`src/rtl/pin_bus_target.sv`:
```
// pin_bus_target: memory-side endpoint of the 8-bit pin bus.
// Deserialises a sync/address/write-data frame, issues one 32-bit memory
// request, and serialises read data back onto the return lane in R0..R3.
// The host never stalls, so a slow memory is cut off at the end of the
// turnaround window and answered with TIMEOUT_DATA plus a sticky err.
module pin_bus_target #(
  parameter int          TURN         = 2,
  parameter logic [31:0] TIMEOUT_DATA = 32'hFFFF_FFFF
) (
  input  logic        clk,
  input  logic        rst_n,
  input  logic [7:0]  addr_in,
  input  logic [7:0]  wdata_in,
  input  logic        we_in,
  output logic [7:0]  rdata_out,
  output logic        rdata_oe,
  output logic        mem_req,
  output logic        mem_we,
  output logic [23:0] mem_addr,
  output logic [31:0] mem_wdata,
  input  logic        mem_ready,
  input  logic [31:0] mem_rdata,
  output logic        err
);

  localparam int TW = (TURN > 1) ? $clog2(TURN) : 1;

  typedef enum logic [3:0] {IDLE, A1, A2, A3, TRN, R0, R1, R2, R3} state_t;

  typedef struct packed {
    logic        we;
    logic [23:0] addr;
    logic [31:0] wdata;
  } mem_req_t;

  state_t          state, state_nx;
  logic [TW-1:0]   tcnt;
  logic            last_turn;
  logic            sync;
  logic            dir;
  logic [1:0][7:0] ab;     // address bytes 1..2 (byte 3 taken live at A3)
  logic [2:0][7:0] wb;     // write bytes 0..2 (byte 3 taken live at A3)
  mem_req_t        req_q;
  logic [31:0]     ret;
  logic [7:0]      ret_byte;
  logic            in_ret;

  assign sync      = (addr_in == 8'hFF);
  assign last_turn = (state == TRN) && (tcnt == TW'(TURN - 1));
  assign mem_we    = req_q.we;
  assign mem_addr  = req_q.addr;
  assign mem_wdata = req_q.wdata;

  // State register
  always_ff @(posedge clk or negedge rst_n) begin
    if (!rst_n) state <= IDLE;
    else        state <= state_nx;
  end

  // Next state: only IDLE looks for sync, so 0xFF inside a frame is data
  always_comb begin
    state_nx = state;
    case (state)
      IDLE:    if (sync) state_nx = A1;
      A1:      state_nx = A2;
      A2:      state_nx = A3;
      A3:      state_nx = TRN;
      TRN:     if (last_turn) state_nx = R0;
      R0:      state_nx = R1;
      R1:      state_nx = R2;
      R2:      state_nx = R3;
      R3:      state_nx = IDLE;
      default: state_nx = IDLE;
    endcase
  end

  // Turnaround counter, restarted as the request is launched
  always_ff @(posedge clk or negedge rst_n) begin
    if (!rst_n)                        tcnt <= '0;
    else if (state == A3)              tcnt <= '0;
    else if (state == TRN && !last_turn) tcnt <= tcnt + TW'(1);
  end

  // Frame capture: direction and byte 0 at sync, then bytes 1..2
  always_ff @(posedge clk or negedge rst_n) begin
    if (!rst_n) begin
      dir <= 1'b0;
      ab  <= '0;
      wb  <= '0;
    end else begin
      case (state)
        IDLE: if (sync) begin
          dir   <= we_in;
          wb[0] <= wdata_in;
        end
        A1: begin
          ab[0] <= addr_in;
          wb[1] <= wdata_in;
        end
        A2: begin
          ab[1] <= addr_in;
          wb[2] <= wdata_in;
        end
        default: ;
      endcase
    end
  end

  // Memory handshake: launch leaving A3, retire on ready or on timeout
  always_ff @(posedge clk or negedge rst_n) begin
    if (!rst_n) begin
      mem_req <= 1'b0;
      req_q   <= '0;
      ret     <= '0;
      err     <= 1'b0;
    end else if (state == A3) begin
      mem_req <= 1'b1;
      req_q   <= {dir, addr_in, ab[1], ab[0], wdata_in, wb[2], wb[1], wb[0]};
    end else if (mem_req && mem_ready) begin
      mem_req <= 1'b0;
      ret     <= mem_rdata;
    end else if (mem_req && last_turn) begin
      mem_req <= 1'b0;
      ret     <= TIMEOUT_DATA;
      err     <= 1'b1;
    end
  end

  // Byte of the return register belonging to the current slot
  always_comb begin
    ret_byte = 8'h00;
    in_ret   = 1'b1;
    case (state)
      R0:      ret_byte = ret[7:0];
      R1:      ret_byte = ret[15:8];
      R2:      ret_byte = ret[23:16];
      R3:      ret_byte = ret[31:24];
      default: in_ret   = 1'b0;
    endcase
  end

  // Registered return lane: one edge behind the slot, driven for reads only
  always_ff @(posedge clk or negedge rst_n) begin
    if (!rst_n) begin
      rdata_out <= 8'h00;
      rdata_oe  <= 1'b0;
    end else if (in_ret && !dir) begin
      rdata_out <= ret_byte;
      rdata_oe  <= 1'b1;
    end else begin
      rdata_out <= 8'h00;
      rdata_oe  <= 1'b0;
    end
  end

endmodule

```
`config.mk`:
```
export PLATFORM = sky130hd
export DESIGN_NAME = pin_bus_target
export DESIGN_NICKNAME = d
export VERILOG_FILES = /design/src/rtl/pin_bus_target.sv
export SDC_FILE = /design/constraint.sdc
export NUM_CORES = 1
export LEC_CHECK = 0
export ABC_AREA = 1
export CORE_ASPECT_RATIO = 0.7
export CORE_UTILIZATION = 38
export CTS_BUF_LIST = sky130_fd_sc_hd__clkbuf_4
export CTS_CLUSTER_DIAMETER = 40
export DETAILED_ROUTE_END_ITERATION = 12
export MAX_ROUTING_LAYER = met4
export PLACE_DENSITY = 0.68
export SYNTH_ARGS = -nofsm -noshare
export SYNTH_HDL_FRONTEND = slang
export SYNTH_SLANG_ARGS = --single-unit
```
`constraint.sdc`:
```
create_clock -name clk -period 1.5 [get_ports clk]
set_input_delay 0.3 -clock clk [delete_from_list [all_inputs] [get_ports clk]]
set_output_delay 0.3 -clock clk [all_outputs]
set_load 0.02 [all_outputs]
```
# Word-level counts from Yosys, hierarchy flattened
# Cells that the tools add are included.
# word_totals
inputBits	52
wordCells	60
register_bits	146
out_inout_bits	68
# op_classes
muxes	14
reduce_logical	16
addsub	1
n_eq_ne	11
bitwise	2
# op_table
operator	count
$mux W32	2
$pmux W4 S8	1
$pmux W8 S4	1
$eq A4 B3 Y1 const B	4
$eq A4 B2 Y1 const B	2
$eq A8 B8 Y1 const B	1
$mux W4	2
$mux W8	1
$mux W1	7
$reduce_and A2 Y1	3
$logic_and A1 B1 Y1	5
$eq A4 B1 Y1 const B	1
$eq A4 B4 Y1 const B	1
$logic_not A4 Y1	1
$ne A2 B2 Y1 const B	2
$reduce_bool A2 Y1	2
$reduce_or A4 Y1	1
$reduce_and A3 Y1	1
$reduce_bool A3 Y1	1
$logic_not A1 Y1	2
$not A1 Y1	2
$add A1 B1 Y1 const B	1

# Depth between registers and ports, before layout
# depth
depth_word	6
ltp_mapped	8
depth_no_buf	7

# Worst setup path after synthesis
# No wires, ideal clock.
# synth_timing
path_type	reg2reg
startpoint	reg state[3]
endpoint	reg req_q, in the netlist mem_addr[0]
stages_incl_launch_ff	9
path_slack_ps	156
required_time_ps	1383
n_path_buf	2
t_arrival_ps	1227
setup_time_ps	117
synth_period_minus_slack_ps	1344
cell_sequence	dfrtp_1 inv_2 nand2_1 nor2_4 inv_2 buf_4 buf_4 nand2_1 nand2_1
# synth_between
elab_chain_cells	1
# synth_rtl
element	line_no	text
start: declaration	36	state_t state, state_nx;
start signal: assignment	57	else state <= state_nx;
$eq A4 B2 Y1	116	end else if (state == A3) begin
end signal: assignment	118	req_q <= {dir, addr_in, ab[1], ab[0], wdata_in, wb[2], wb[1], wb[0]};
end: declaration	43	mem_req_t req_q;
# No other way between the ends.
# A chain may end at the register's enable or synchronous reset.

# Worst setup path after layout
# layout_timing
startpoint	reg state[1]
endpoint	reg rdata_out[5]
# layout_between
elab_chain_cells	5
word_cells_on_any_way	9
cone_classes	eq/ne: 4; mux: 3; reduce/logical: 2
# layout_rtl
element	line_no	text
$eq A4 B4 Y1 / $eq A4 B3 Y1 (equally long branches)	133	case (state)
$reduce_or A4 Y1 (no source line)	n/a	
$mux W1	133	
$logic_and A1 B1 Y1	147	end else if (in_ret && !dir) begin
$mux W8 *	147	
end signal: assignment	148	rdata_out <= ret_byte;
end: declaration	15	output logic [7:0] rdata_out,
# Mark *: on every way between the ends. The rest lies on a longest branch, timed or not.

==> reports/qor.yml <==
critPathSlowestCell: "dfrtp_2"
dp_cells: 987
yosysTopAreaCell: "dfrtp_1"
grt_pass1_vias: 4539
drtAntennaViolNets: 0
final_cell_area_sq_mm: 0.00776
drt_first_pass_iters: 5
synth.area.top_cells: "dfrtp_1, nand2_1, nand3_1, o21ai_0, or2_2"
io_pins: 120
tightestPinTransition_ns: 0.317
fin_cells: 1032
vias: 4934
maxCapViolations: 0
synth.most_common_cell: "nand2_1"
cts.sinks: 146
max_freq_mhz: 690
cp.required_ns: 1.94
post_synth.cell_area_avg_sq_um: 8.78
cts_htree_levels: 4
cts_buffers: 17
wire_per_inst_um: 14.6
finalHoldViolCount: 0
r2r_end: "rdata_out[5]$_DFF_PN0_"
cp-startpoint: "state[1]$_DFFE_PN0P_"
setup_violations: 0
critPathCapture: "rdata_out[5]$_DFF_PN0_"
ys_ff_latch: 146
status: "complete, no violations"
die_w_um: 152
finalPower_mw: 15.9
core-area_sq_mm: 0.0150
syn2layout_area_growth_pct: 30.0
post-dp-hpwl_um: 9660
powerDensity_mw_per_mm2: 2050
synth_cell_types: 20
synth_top_area_share: 0.612
wl_um: 15000
grt-ovfl-total: 0
period_share: 0.966
rows: 37
antenna_found_initial: 0
cts.path.max_buffers: 2
synthesis.area_sq_mm: 0.00597
clock_skew_ns: 0.0316
place_area_sq_mm: 0.00757
hold_slack_ns: 0.208
yosysWarnings: 0
synth_edf_count: 0
p_leak_nw: 4.06
syn_nets: 732
path_cells: "nor2_4, buf_4, nand2_1, o21ai_1, nand2_1, buf_4, nor2_1"
cp.arrival_ns: 1.89
drt-initial-drc-count: 263
crit_fanout: 9
reg2reg_depth: 7
start_util: 0.398
layout.nets: 876
r2r_start: "state[1]$_DFFE_PN0P_"
cts_root_buf: "clkbuf_4"
dieHeight_um: 107
clock_latency_ns: 0.53
netlist_instances: 680
gp_congestion: 0.823
cts_tree: "yes"
hp-class: "primary input to async pin"
synth-async-reset-ratio: 1.00
fin_setup_tns_ns: 0
seq_area_frac_synth: 0.612
place_ws_ns: -0.189
via_per_inst: 4.78
drv_slew: 0
diodes: 0
drive_gt1_frac: 0.223
ir_drop_mv: 0.787
io_buffers: 119
end_kind: "register"
die-area_sq_mm: 0.0162
drc_errors: 0
cp-start-kind: "register"
path_clk_slew_ns: 0.14
regToRegSetupSlack_ns: 0.05
max_stage_delay_ns: 0.46
grt_max_degree: 52
path_class: "register to register"
grt_pass1_wl_um: 23200
grt_use_total: 0.190
finish.utilization: 0.517
synth-main-ff-cell: "dfrtp_1"
worst_slack_ns: 0.0516
min_period_ns: 1.45
slew_headroom: 0.788
yosys-top-cells-count: "nand2_1, dfrtp_1, nand3_1"
## layer usage
metal | vias to the layer above | part of all wire | GRT usage
li1 | 2438 | - | -
met1 | 2356 | 0.51 | 0.287
met3 | 10 | 0.055 | 0.0353
met5 | - | 0 | -
met4 | 0 | 0.0067 | 0.0509
met2 | 130 | 0.43 | 0.260
## worst min-delay path by stage
| stage | start | to | slack (ns) | cells past startpoint |
|---|---|---|---|---|
| 3_3_place_gp | rst_n | mem_wdata[21]$_DFFE_PN0N_ | 0.20 | 1 |
| 3_5_place_dp | rst_n | mem_wdata[21]$_DFFE_PN0N_ | 0.20 | 1 |
| 5_1_grt | rst_n | mem_addr[8]$_DFFE_PN0N_ | 0.18 | 2 |
| 4_1_cts | rst_n | mem_addr[8]$_DFFE_PN0N_ | 0.18 | 2 |
| 6_report | rst_n | mem_wdata[21]$_DFFE_PN0N_ | 0.21 | 2 |
| 2_1_floorplan | rst_n | ab[0]$_DFFE_PN0P_ | 0.004 | 0 |
## cells in the final DEF, fill, tap and decap left out
| cell type | Yosys | routed |
|---|---|---|
| clkinv_1 | 1 | 2 |
| nand2_2 | 0 | 2 |
| inv_2 | 3 | 2 |
| nand2_1 | 278 | 274 |
| buf_2 | 19 | 68 |
| o21ai_0 | 61 | 59 |
| o21bai_1 | 1 | 1 |
| a21oi_1 | 1 | 1 |
| clkinv_4 | 0 | 4 |
| clkbuf_16 | 0 | 4 |
| inv_6 | 0 | 4 |
| buf_16 | 0 | 2 |
| nand2_8 | 0 | 1 |
| nand2_4 | 0 | 1 |
| dfrtp_2 | 0 | 1 |
| buf_6 | 0 | 2 |
| buf_12 | 0 | 8 |
| nor3_1 | 1 | 1 |
| clkinvlp_4 | 0 | 3 |
| dfrtp_1 | 146 | 145 |
| inv_1 | 27 | 27 |
| clkinv_2 | 0 | 1 |
| nor2_1 | 23 | 22 |
| nor2_4 | 2 | 3 |
| or2_2 | 32 | 32 |
| o21ai_1 | 0 | 2 |
| bufinv_16 | 0 | 2 |
| nand3_2 | 1 | 2 |
| dlygate4sd3_1 | 0 | 1 |
| inv_8 | 0 | 1 |
| nor2_2 | 3 | 3 |
| buf_4 | 3 | 24 |
| clkdlybuf4s50_1 | 0 | 50 |
| nand3_1 | 66 | 65 |
| clkbuf_4 | 0 | 17 |
## power breakdown
group / leakage [nW] / total [mW] / internal [mW] / switching, mW
logic: 2.09 / 6.86 / 2.64 / 4.22
registers: 1.82 / 6.55 / 5.61 / 0.941
clock network: 0.148 / 2.50 / 1.01 / 1.49
## cell type report
| class | instances | area [sq um] |
|---|---|---|
| fill | 1473 | 7240 |
| sequential | 146 | 3650 |
| multi-input combinational | 469 | 2080 |
| timing repair buffer | 159 | 1370 |
| tap | 195 | 244 |
| clock inverter | 15 | 158 |
| clock buffer | 17 | 128 |
| inverter | 31 | 128 |
## logic make-up (layout without fill, tap and decap cells)
logic type | after synthesis | in the layout | share of synthesized area
compound gates | 63 | 63 | 0.0532
buf+inv | 65 | 222 | 0.0470
simple gates | 406 | 406 | 0.288
flops | 146 | 146 | 0.612
## repair_timing
item | in CTS | in global routing
setup buffers | 6 | 2
gates cloned | 0 | 4
resized for setup | 264 | 27
pin swaps | 0 | 1
hold buffers | 1 | 0
endpoints found under the hold margin | 145 | 0
endpoints found under the setup margin | 70 | 53
## sequential cells by signal, summed over array words and instances, names as in the netlist
name,flops
ret,32
rdata_out,8
tcnt,1
mem_wdata,32
state,4
mem_we,1
mem_addr,24
rdata_oe,1
mem_req,1
wb,24
err,1
dir,1
ab,16
## critical path: cells and delay by family, from the launching register on
kind	cells	cell delay [ns]
compound gates	1	0.12
buf+inv	2	0.34
flops	1	0.46
simple gates	4	0.45
Note: power is estimated with default switching activity, not from simulation.
